==> src/rtl/seg_display_pkg.sv <==
// Shared types and glyph table for the 7-segment display buffer.
package seg_display_pkg;

  typedef struct packed {
    logic       blank;
    logic [3:0] value;
  } digit_t;

  localparam logic [6:0] SEG_BLANK_AL = 7'h7F;

  // Active-high glyphs, bit order gfedcba; lowercase b and d.
  localparam logic [6:0] GLYPH_AH [16] = '{
    7'h3F, 7'h06, 7'h5B, 7'h4F, 7'h66, 7'h6D, 7'h7D, 7'h07,
    7'h7F, 7'h6F, 7'h77, 7'h7C, 7'h39, 7'h5E, 7'h79, 7'h71
  };

endpackage

==> src/rtl/hex_to_7seg.sv <==
// Combinational decoder from {blank, value} to a 7-segment pattern (gfedcba).
module hex_to_7seg
  import seg_display_pkg::*;
#(
  parameter bit ACTIVE_LOW_SEGS = 1'b1
) (
  input  logic       blank_i,
  input  logic [3:0] value_i,
  output logic [6:0] seg_o
);

  logic [6:0] seg_ah;

  always_comb begin
    seg_ah = blank_i ? 7'h00 : GLYPH_AH[value_i];
    seg_o  = ACTIVE_LOW_SEGS ? ~seg_ah : seg_ah;
  end

endmodule

==> src/rtl/seg_display_buffer.sv <==
// Digit shift buffer with registered 7-segment outputs.
// Optional multiplexed scan outputs are built when SEG_SCAN_MUX_EN is defined.
module seg_display_buffer
  import seg_display_pkg::*;
#(
  parameter int unsigned NUM_DIGITS      = 6,
  parameter bit          ACTIVE_LOW_SEGS = 1'b1
`ifdef SEG_SCAN_MUX_EN
  , parameter int unsigned SCAN_DIV      = 50000
`endif
) (
  input  logic                              clk,
  input  logic                              rst,
  input  logic [3:0]                        seg_data,
  input  logic                              seg_write,
  input  logic                              seg_shift,
  input  logic                              seg_clear,
  input  logic                              seg_off,
  output logic [7*NUM_DIGITS-1:0]           hex_out,
  output logic [$clog2(NUM_DIGITS+1)-1:0]   fill_count,
  output logic                              full
`ifdef SEG_SCAN_MUX_EN
  , output logic [6:0]                      scan_seg,
  output logic [NUM_DIGITS-1:0]             scan_an
`endif
);

  localparam int unsigned CW = $clog2(NUM_DIGITS + 1);
  localparam logic [6:0]  SegDark = ACTIVE_LOW_SEGS ? SEG_BLANK_AL : 7'h00;
  localparam digit_t      DigBlank = '{blank: 1'b1, value: 4'h0};

  digit_t                  dig_q [NUM_DIGITS];
  digit_t                  dig_d [NUM_DIGITS];
  logic [CW-1:0]           fill_q, fill_d;
  logic [7*NUM_DIGITS-1:0] hex_q, hex_d;
  logic                    full_q, full_d;
  logic [6:0]              seg_w [NUM_DIGITS];

  for (genvar g = 0; g < NUM_DIGITS; g++) begin : g_dec
    hex_to_7seg #(
      .ACTIVE_LOW_SEGS(ACTIVE_LOW_SEGS)
    ) u_dec (
      .blank_i(dig_q[g].blank),
      .value_i(dig_q[g].value),
      .seg_o  (seg_w[g])
    );
  end

  always_comb begin
    for (int unsigned i = 0; i < NUM_DIGITS; i++) dig_d[i] = dig_q[i];
    if (seg_clear) begin
      for (int unsigned i = 0; i < NUM_DIGITS; i++) dig_d[i] = DigBlank;
    end else begin
      if (seg_shift) begin
        for (int unsigned i = 1; i < NUM_DIGITS; i++) dig_d[i] = dig_q[i-1];
        dig_d[0] = DigBlank;
      end
      // A simultaneous write lands in the slot the shift just vacated.
      if (seg_write) dig_d[0] = '{blank: 1'b0, value: seg_data};
    end

    fill_d = '0;
    for (int unsigned i = 0; i < NUM_DIGITS; i++) begin
      if (!dig_d[i].blank) fill_d = fill_d + CW'(1);
    end
  end

  always_comb begin
    for (int unsigned i = 0; i < NUM_DIGITS; i++) begin
      hex_d[7*i +: 7] = seg_off ? SegDark : seg_w[i];
    end
    full_d = (fill_q == CW'(NUM_DIGITS));
  end

  always_ff @(posedge clk) begin
    if (!rst) begin
      for (int unsigned i = 0; i < NUM_DIGITS; i++) dig_q[i] <= DigBlank;
      fill_q <= '0;
      hex_q  <= {NUM_DIGITS{SegDark}};
      full_q <= 1'b0;
    end else begin
      for (int unsigned i = 0; i < NUM_DIGITS; i++) dig_q[i] <= dig_d[i];
      fill_q <= fill_d;
      hex_q  <= hex_d;
      full_q <= full_d;
    end
  end

  assign hex_out    = hex_q;
  assign fill_count = fill_q;
  assign full       = full_q;

`ifdef SEG_SCAN_MUX_EN
  localparam int unsigned DIV_W = (SCAN_DIV > 1) ? $clog2(SCAN_DIV) : 1;
  localparam int unsigned IDX_W = $clog2(NUM_DIGITS);
  localparam logic [NUM_DIGITS-1:0] AnOff = ACTIVE_LOW_SEGS ? '1 : '0;

  logic [DIV_W-1:0]      div_q, div_d;
  logic [IDX_W-1:0]      idx_q, idx_d;
  logic [6:0]            scan_seg_q, scan_seg_d;
  logic [NUM_DIGITS-1:0] scan_an_q, scan_an_d;
  logic [NUM_DIGITS-1:0] an_onehot;

  always_comb begin
    div_d = div_q + DIV_W'(1);
    idx_d = idx_q;
    if (div_q == DIV_W'(SCAN_DIV - 1)) begin
      div_d = '0;
      idx_d = (idx_q == IDX_W'(NUM_DIGITS - 1)) ? '0 : idx_q + IDX_W'(1);
    end

    an_onehot = '0;
    an_onehot[idx_q] = 1'b1;
    scan_an_d  = seg_off ? AnOff : (ACTIVE_LOW_SEGS ? ~an_onehot : an_onehot);
    scan_seg_d = seg_off ? SegDark : seg_w[idx_q];
  end

  always_ff @(posedge clk) begin
    if (!rst) begin
      div_q      <= '0;
      idx_q      <= '0;
      scan_seg_q <= SegDark;
      scan_an_q  <= AnOff;
    end else begin
      div_q      <= div_d;
      idx_q      <= idx_d;
      scan_seg_q <= scan_seg_d;
      scan_an_q  <= scan_an_d;
    end
  end

  assign scan_seg = scan_seg_q;
  assign scan_an  = scan_an_q;
`endif

endmodule

==> config.mk <==
export PLATFORM = sky130hd
export DESIGN_NAME = seg_display_buffer
export DESIGN_NICKNAME = d
export VERILOG_FILES = /design/src/rtl/seg_display_pkg.sv /design/src/rtl/hex_to_7seg.sv /design/src/rtl/seg_display_buffer.sv
export SDC_FILE = /design/constraint.sdc
export NUM_CORES = 1
export LEC_CHECK = 0
export ABC_AREA = 1
export CORE_MARGIN = 1
export CORE_UTILIZATION = 56
export DETAILED_ROUTE_END_ITERATION = 10
export GPL_TIMING_DRIVEN = 0
export PLACE_DENSITY = 0.81
export SLEW_MARGIN = 15
export SYNTH_ARGS = -nofsm -noshare
export SYNTH_HDL_FRONTEND = slang
export SYNTH_HIERARCHICAL = 1
export SYNTH_SLANG_ARGS = --single-unit
export TNS_END_PERCENT = 10
==> constraint.sdc <==
create_clock -name clk -period 3.6 [get_ports clk]
set_input_delay 0.36 -clock clk [delete_from_list [all_inputs] [get_ports clk]]
set_output_delay 0.36 -clock clk [all_outputs]
set_load 0.05 [all_outputs]
==> metrics.md, run 1 <==
| Metric | Value |
|---|---|
| Most frequent cells in the layout | sky130_fd_sc_hd__nand2_1, sky130_fd_sc_hd__nand3_1, sky130_fd_sc_hd__inv_1, sky130_fd_sc_hd__dfxtp_1, sky130_fd_sc_hd__clkdlybuf4s50_1 |
| Chip height | 90.96 um |
| Number of diodes added for antenna fixing | 0 |
| Setup violations, final | 0 |
| Leading cell type in the layout, fill and taps excluded | sky130_fd_sc_hd__nand2_1 |
| CP Cell Sequence | clkdlybuf4s50_1 > buf_6 > nand2_1 > nand3_1 > inv_1 > ha_1 > nand4_2 > nand2_2 > nor2_4 > nand2_1 > nand3_2 > ha_1 > nand2_1 > nand2_1 > ha_1 > nand4_1 > xnor2_1 > nand3_1 > nand2_1 > nor2_1 |
| Sinks on Clock Net | 76 |
| Syn_nets | 710 |
| Total track usage | 23.33% |
| Ports placed on the boundary | 56 |
| Wire length of the first global-routing pass | 15.85 mm |
| Delay of the slowest critical-path stage | 540 ps |
| Worst Hold Launch | fill_count[0]$_SDFF_PN0_ |
| Largest net degree at the start of global routing | 14 |
| Share of flip-flops with an asynchronous set or reset | 0% |
| TritonCTS clock tree | done |
| Worst vdd ir | 0.0001974 V |
| Run status | finished clean |
| Slew at the pin closest to its max-slew limit | 721.9 ps |
| Number of storage elements in the synthesis netlist | 76 |
| Count of unresolved DRC violations after routing | 0 |
| Number of DRC markers after the initial detailed-route iteration | 183 |
| Synthesized netlist cell count | 660 |
| Number of nets in the finished design | 776 |
| Number of cells in the design after placement | 817 |
| Type of element launching the critical path | input port |
| Vias per inst | 4.999 |
| Starting density of the core | 57.65% |
| Crit path max fanout | 10 |
| CTS Buf Count | 9 |
| 1st-pass router iterations | 6 |
| Part of the Yosys area used for sequential elements | 34.33% |
| Worst clock skew on the final layout | 7.459 ps |
| Path type of the worst setup path | input port to flop |
| Routability Congestion | 0.8801 |
| Postcts setup bufs | 0 |
| Library cell occupying the most area in the post-synthesis netlist | sky130_fd_sc_hd__dfxtp_1 |
| Reg2reg end | fill_count[2]$_SDFF_PN0_ |
| Longest Clk Path Bufs | 2 |
| Critical-path cell with the highest stage delay | sky130_fd_sc_hd__clkdlybuf4s50_1 |
| Number of routed nets with antenna violations | 0 |
| Most used cell along the critical path | sky130_fd_sc_hd__nand2_1 |
| H-tree Lvls | 3 |
| Overall power of the completed layout | 1.833 mW |
| Post-Synthesis Cell Area | 0.004432 sq mm |
| Dpl cell area | 0.005110 sq mm |
| Data arrival time at the worst-slack endpoint | 3380 ps |
| Number of max-capacitance violations reported | 0 |
| Flop2flop setup slack | 750 ps |
| Top FF cell, synth | sky130_fd_sc_hd__dfxtp_1 |
| Cell variety after synth | 28 |
| Core Util, Final | 69.60% |
| Setup TNS Final | 0 ps |
| Type of the tightest min-delay check | flop to flop |
| Share of layout cells above drive strength 1 | 9.302% |
| Count of instances resized after the clock tree is built | 0 |
| RSZ-0062 raised after global routing | false |
| Post-detailed-placement half-perimeter wirelength | 6.829 mm |
| Max Transition Viols Final | 0 |
| Worst-case setup margin in the final layout | 472.7 ps |
| Power density over cell area | 342.5 mW/mm^2 |
| Cell count of the worst reg-to-reg path | 18 |
| Core footprint | 0.007687 sq mm |
| Required time of the worst setup path | 3860 ps |
| Cts hold-fix bufs | 0 |
| Post-detailed-route wirelength per cell | 11.04 um |
| Clock latency reported for the late side of the worst-skew pair | 360 ps |
| Area of all placed cells without fillers | 0.005350 sq mm |
| Shortest period the worst path allows | 3127 ps |
| Clock tree root driver cell | sky130_fd_sc_hd__clkbuf_8 |
| Row cnt | 32 |
| Total Die Area | 0.008274 sq mm |
| Aggregate routed wire length | 9.193 mm |
| Post-Route Hold Slack | 426.2 ps |
| Worst slack at placement | 107.0 ps |
| Number of synthesized flops with an enable pin | 0 |
| Synth top area share | 34.33% |
| Worst Hold Path Cells | 1 |
| RR Startpoint | dig_q[0][4]$_SDFF_PN1_ |
| Area Growth Syn to Fin | 20.72% |
| Synthesis Warnings | 6 |
| Final count of hold timing violations | 0 |
| Number of global-route vias before repair | 3892 |
| Width of the die | 90.96 um |
| Count of port buffers added during placement | 55 |
| Global-route congestion overflow total | 0 |
| Kind of end point of the critical path | flop |
| Endpoint with the worst hold slack | full$_SDFF_PN0_ |
| Mean instance size in the synthesized netlist | 6.715 sq um |
| Number of vias in the routed layout | 4164 |
| Final cell count without fillers | 833 |
| Cell types with the largest area share after synthesis | sky130_fd_sc_hd__dfxtp_1, sky130_fd_sc_hd__nand2_1, sky130_fd_sc_hd__ha_1 |
| Max Clock Freq | 0.3198 GHz |
| Worst slew margin | 51.70% |
| Static power due to leakage | 2.606 nW |
| Portion of the clock cycle consumed by the worst path in the final layout | 86.87% |
| Clock Pin Slew Worst Setup and Hold Paths | 70 ps |
| Initial antenna violation count | 0 |
-- metal layers --
layer / track usage, % / vias up / routed length, um
met4: 10.71 / 0 / 191
li1: - / 2156 / -
met5: 0 / - / 0
met1: 25.77 / 1908 / 3970
met3: 4.606 / 20 / 340
met2: 42.80 / 80 / 4691
-- state kept, by name, indices dropped and copies added, names as in the netlist --
name,flops
dig_q,30
hex_out,42
full,1
fill_count,3
-- cells by family after synthesis --
kind of cell / share of synthesized area (%)
xor+xnor: 0.1977
fa+ha+maj: 11.29
compound gates: 4.630
simple gates: 37.10
flops: 34.33
buf+inv: 12.45
-- worst max path at each step --
stage / start / end / cells after the start
2_1_floorplan: seg_shift / fill_count[2]$_SDFF_PN0_ / 19
3_3_place_gp: seg_shift / fill_count[2]$_SDFF_PN0_ / 21
3_5_place_dp: seg_shift / fill_count[2]$_SDFF_PN0_ / 20
4_1_cts: seg_shift / fill_count[2]$_SDFF_PN0_ / 20
5_1_grt: seg_shift / fill_count[2]$_SDFF_PN0_ / 21
6_report: seg_shift / fill_count[2]$_SDFF_PN0_ / 20
-- synthesized netlist by cell type, drive strengths merged (2+ instances only) --
cell    number
nand2      248
inv        109
nand3       96
dfxtp       76
ha          40
a21oi       27
nor2        18
buf         13
clkbuf      11
or2          7
o211ai       6
nand4        3
o21ai        2
-- report_power, final --
group          switching (mW)  internal, mW
Clock                   0.319         0.462
Sequential            0.00781         0.852
Combinational           0.125        0.0670
Total                   0.451          1.38
-- worst max-delay path, delay by kind of cell --
family | cells | cell delay, ps
AND/OR/NAND/NOR | 13 | 1210
buffers and inverters | 3 | 800
adder cells (fa/ha/maj) | 3 | 770
XOR/XNOR | 1 | 230
-- layout make-up --
cell class                 count  area, sq um
fill                         645         2337
multi-input combinational    451         2359
buffer                        24        142.6
clock buffer                  10        127.6
inverter                     109        409.1
sequential                    76         1521
tap                          102        127.6
timing repair buffer          55        550.5
clock inverter                 6        112.6
Power figures use the tool's default switching activity.
==> inputs of run 2 (changes only) <==
--- a/config.mk
+++ b/config.mk
@@ -8,10 +8,11 @@
 export ABC_AREA = 1
 export CORE_MARGIN = 1
 export CORE_UTILIZATION = 56
+export CTS_BUF_LIST = sky130_fd_sc_hd__clkbuf_8 sky130_fd_sc_hd__clkbuf_16
 export DETAILED_ROUTE_END_ITERATION = 10
 export GPL_TIMING_DRIVEN = 0
 export PLACE_DENSITY = 0.81
-export SLEW_MARGIN = 15
+export SLEW_MARGIN = 20
 export SYNTH_ARGS = -nofsm -noshare
 export SYNTH_HDL_FRONTEND = slang
 export SYNTH_HIERARCHICAL = 1
==> constraint.sdc (replaced) <==
create_clock -name clk -period 2.9 [get_ports clk]
set_input_delay 0.29 -clock clk [delete_from_list [all_inputs] [get_ports clk]]
set_output_delay 0.29 -clock clk [all_outputs]
set_load 0.05 [all_outputs]
==> run 2 against run 1 <==
- wire length grew 3.2%
- clock power is 24% higher
- count of clock-buffer cells in the layout is 1 lower
- die area is the same
- worst setup slack got worse by 290 ps
- sequential power up 24%
- first-iteration DRC count is 4.9% higher
- combinational power rose by 31%
- sequential share of layout area down 0.33 points
- hold slack lost 75 ps
- clock skew down 1.2 ps
- largest power group unchanged
==> metrics.md, run 2 (synthesis results as in run 1) <==
| Metric | Value |
|---|---|
| Routability Congestion | 0.8801 |
| Number of flip-flops in the largest register | 42 |
| Critical-path cell with the highest stage delay | sky130_fd_sc_hd__dlygate4sd2_1 |
| Cts hold-fix bufs | 0 |
| Top Family by Delay on Critical Path | simple AND/OR/NAND/NOR gates |
| Type of element launching the critical path | input port |
| Post-Route Hold Slack | 350.7 ps |
| TritonCTS clock tree | done |
| Delay of the slowest critical-path stage | 280 ps |
| Post-detailed-route wirelength per cell | 11.33 um |
| Data arrival time at the worst-slack endpoint | 2980 ps |
| Number of DRC markers after the initial detailed-route iteration | 192 |
| Number of routed nets with antenna violations | 0 |
| Total Die Area | 0.008274 sq mm |
| Required time of the worst setup path | 3160 ps |
| Flop2flop setup slack | 180 ps |
| Leading cell type in the layout, fill and taps excluded | sky130_fd_sc_hd__nand2_1 |
| Reg2reg end | fill_count[2]$_SDFF_PN0_ |
| Sinks on Clock Net | 76 |
| Logic depth of the worst setup path including buffers | 21 |
| Share of layout cells above drive strength 1 | 10.75% |
| Static power due to leakage | 2.642 nW |
| Area Growth Syn to Fin | 22.56% |
| Run status | finished clean |
| Most frequent cells in the layout | sky130_fd_sc_hd__nand2_1, sky130_fd_sc_hd__inv_1, sky130_fd_sc_hd__nand3_1, sky130_fd_sc_hd__dfxtp_1, sky130_fd_sc_hd__clkdlybuf4s50_1 |
| Path type of the worst setup path | input port to flop |
| Total track usage | 23.33% |
| Portion of the clock cycle consumed by the worst path in the final layout | 93.81% |
| Shortest period the worst path allows | 2720 ps |
| Kind of end point of the critical path | flop |
| Number of global-route vias before repair | 3892 |
| Power density over cell area | 421.4 mW/mm^2 |
| Wire length of the first global-routing pass | 15.85 mm |
| Max Clock Freq | 0.3676 GHz |
| Worst slew margin | 52.26% |
| CP Cell Sequence | dlygate4sd2_1 > buf_6 > o21bai_4 > inv_1 > nor2_2 > buf_4 > inv_1 > ha_1 > or2_0 > nand2_1 > nand2_1 > nand3_2 > ha_1 > nand2_1 > nand2_1 > ha_1 > nand4_1 > xnor2_2 > nand3_1 > nand2_1 > nor2_1 |
| Count of port buffers added during placement | 55 |
| RSZ-0062 raised after global routing | false |
| Final cell count without fillers | 837 |
| Number of vias in the routed layout | 4195 |
| Max Transition Viols Final | 0 |
| Aggregate routed wire length | 9.484 mm |
| Worst Hold Launch | seg_clear |
| Area of all placed cells without fillers | 0.005431 sq mm |
| Row cnt | 32 |
| Global-route congestion overflow total | 0 |
| Clock Pin Slew Worst Setup and Hold Paths | 70 ps |
| Setup violations, final | 0 |
| Dpl cell area | 0.005110 sq mm |
| Ports placed on the boundary | 56 |
| Crit path max fanout | 7 |
| Setup TNS Final | 0 ps |
| Worst Hold Path Cells | 3 |
| Number of max-capacitance violations reported | 0 |
| Crit path buf inv count | 5 |
| CTS Buf Count | 9 |
| Endpoint with the worst hold slack | dig_q[0][29]$_SDFF_PN1_ |
| Most used cell along the critical path | sky130_fd_sc_hd__nand2_1 |
| Post-detailed-placement half-perimeter wirelength | 6.829 mm |
| Number of nets in the finished design | 780 |
| Worst vdd ir | 0.0002451 V |
| 1st-pass router iterations | 4 |
| Chip height | 90.96 um |
| Core footprint | 0.007687 sq mm |
| Vias per inst | 5.012 |
| Slew at the pin closest to its max-slew limit | 713.4 ps |
| Core Util, Final | 70.65% |
| Count of unresolved DRC violations after routing | 0 |
| Initial antenna violation count | 0 |
| H-tree Lvls | 3 |
| Clock latency reported for the late side of the worst-skew pair | 360 ps |
| RR Startpoint | dig_q[0][4]$_SDFF_PN1_ |
| Cell count of the worst reg-to-reg path | 18 |
| Type of the tightest min-delay check | input port to flop |
| Number of diodes added for antenna fixing | 0 |
| Worst-case setup margin in the final layout | 179.6 ps |
| Worst slack at placement | -523.0 ps |
| Worst clock skew on the final layout | 6.247 ps |
| Width of the die | 90.96 um |
| Longest Clk Path Bufs | 2 |
| Starting density of the core | 57.65% |
| Largest net degree at the start of global routing | 14 |
| Overall power of the completed layout | 2.289 mW |
| Clock tree root driver cell | sky130_fd_sc_hd__clkbuf_8 |
| Final count of hold timing violations | 0 |
| Number of cells in the design after placement | 817 |
run 2: tightest hold or removal path, delay by kind of cell:
kind	cells	cell delay, ps
buffers and inverters	2	270
AND/OR/NAND/NOR	1	100
run 2: layout make-up:
cell class,count,area [sq um]
Multi-Input combinational cell,451,2402
Fill cell,632,2256
Sequential cell,76,1526
Timing Repair Buffer,59,580.6
Inverter,109,411.6
Buffer,24,142.6
Tap cell,102,127.6
Clock buffer,9,123.9
Clock inverter,7,116.4
run 2: per-layer routing:
metal / global-route usage, % / wire length (um)
met1: 25.77 / 4061
met2: 42.80 / 4844
met3: 4.606 / 365
met4: 10.71 / 212
met5: 0 / 0
run 2: what timing repair did:
item | in CTS | in global routing
pin swaps | 1 | 2
buffers inserted | 0 | 4
endpoints found under the setup margin | 2 | 2
resized for setup | 3 | 11
run 2: worst max-delay path by stage:
stage | startpoint | end | slack, ps
final | seg_shift | fill_count[2]$_SDFF_PN0_ | 180
after global routing | seg_shift | fill_count[2]$_SDFF_PN0_ | 4
after CTS | seg_clear | fill_count[2]$_SDFF_PN0_ | 50
after detailed placement | seg_shift | fill_count[2]$_SDFF_PN0_ | -520
after global placement | seg_shift | fill_count[2]$_SDFF_PN0_ | -420
after floorplan | seg_shift | fill_count[2]$_SDFF_PN0_ | 310
run 2: power by group:
| group | total (mW) | internal (mW) | switching (mW) |
|---|---|---|---|
| Clock | 0.970 | 0.570 | 0.400 |
| Combinational | 0.251 | 0.0897 | 0.162 |
| Sequential | 1.07 | 1.06 | 0.00997 |
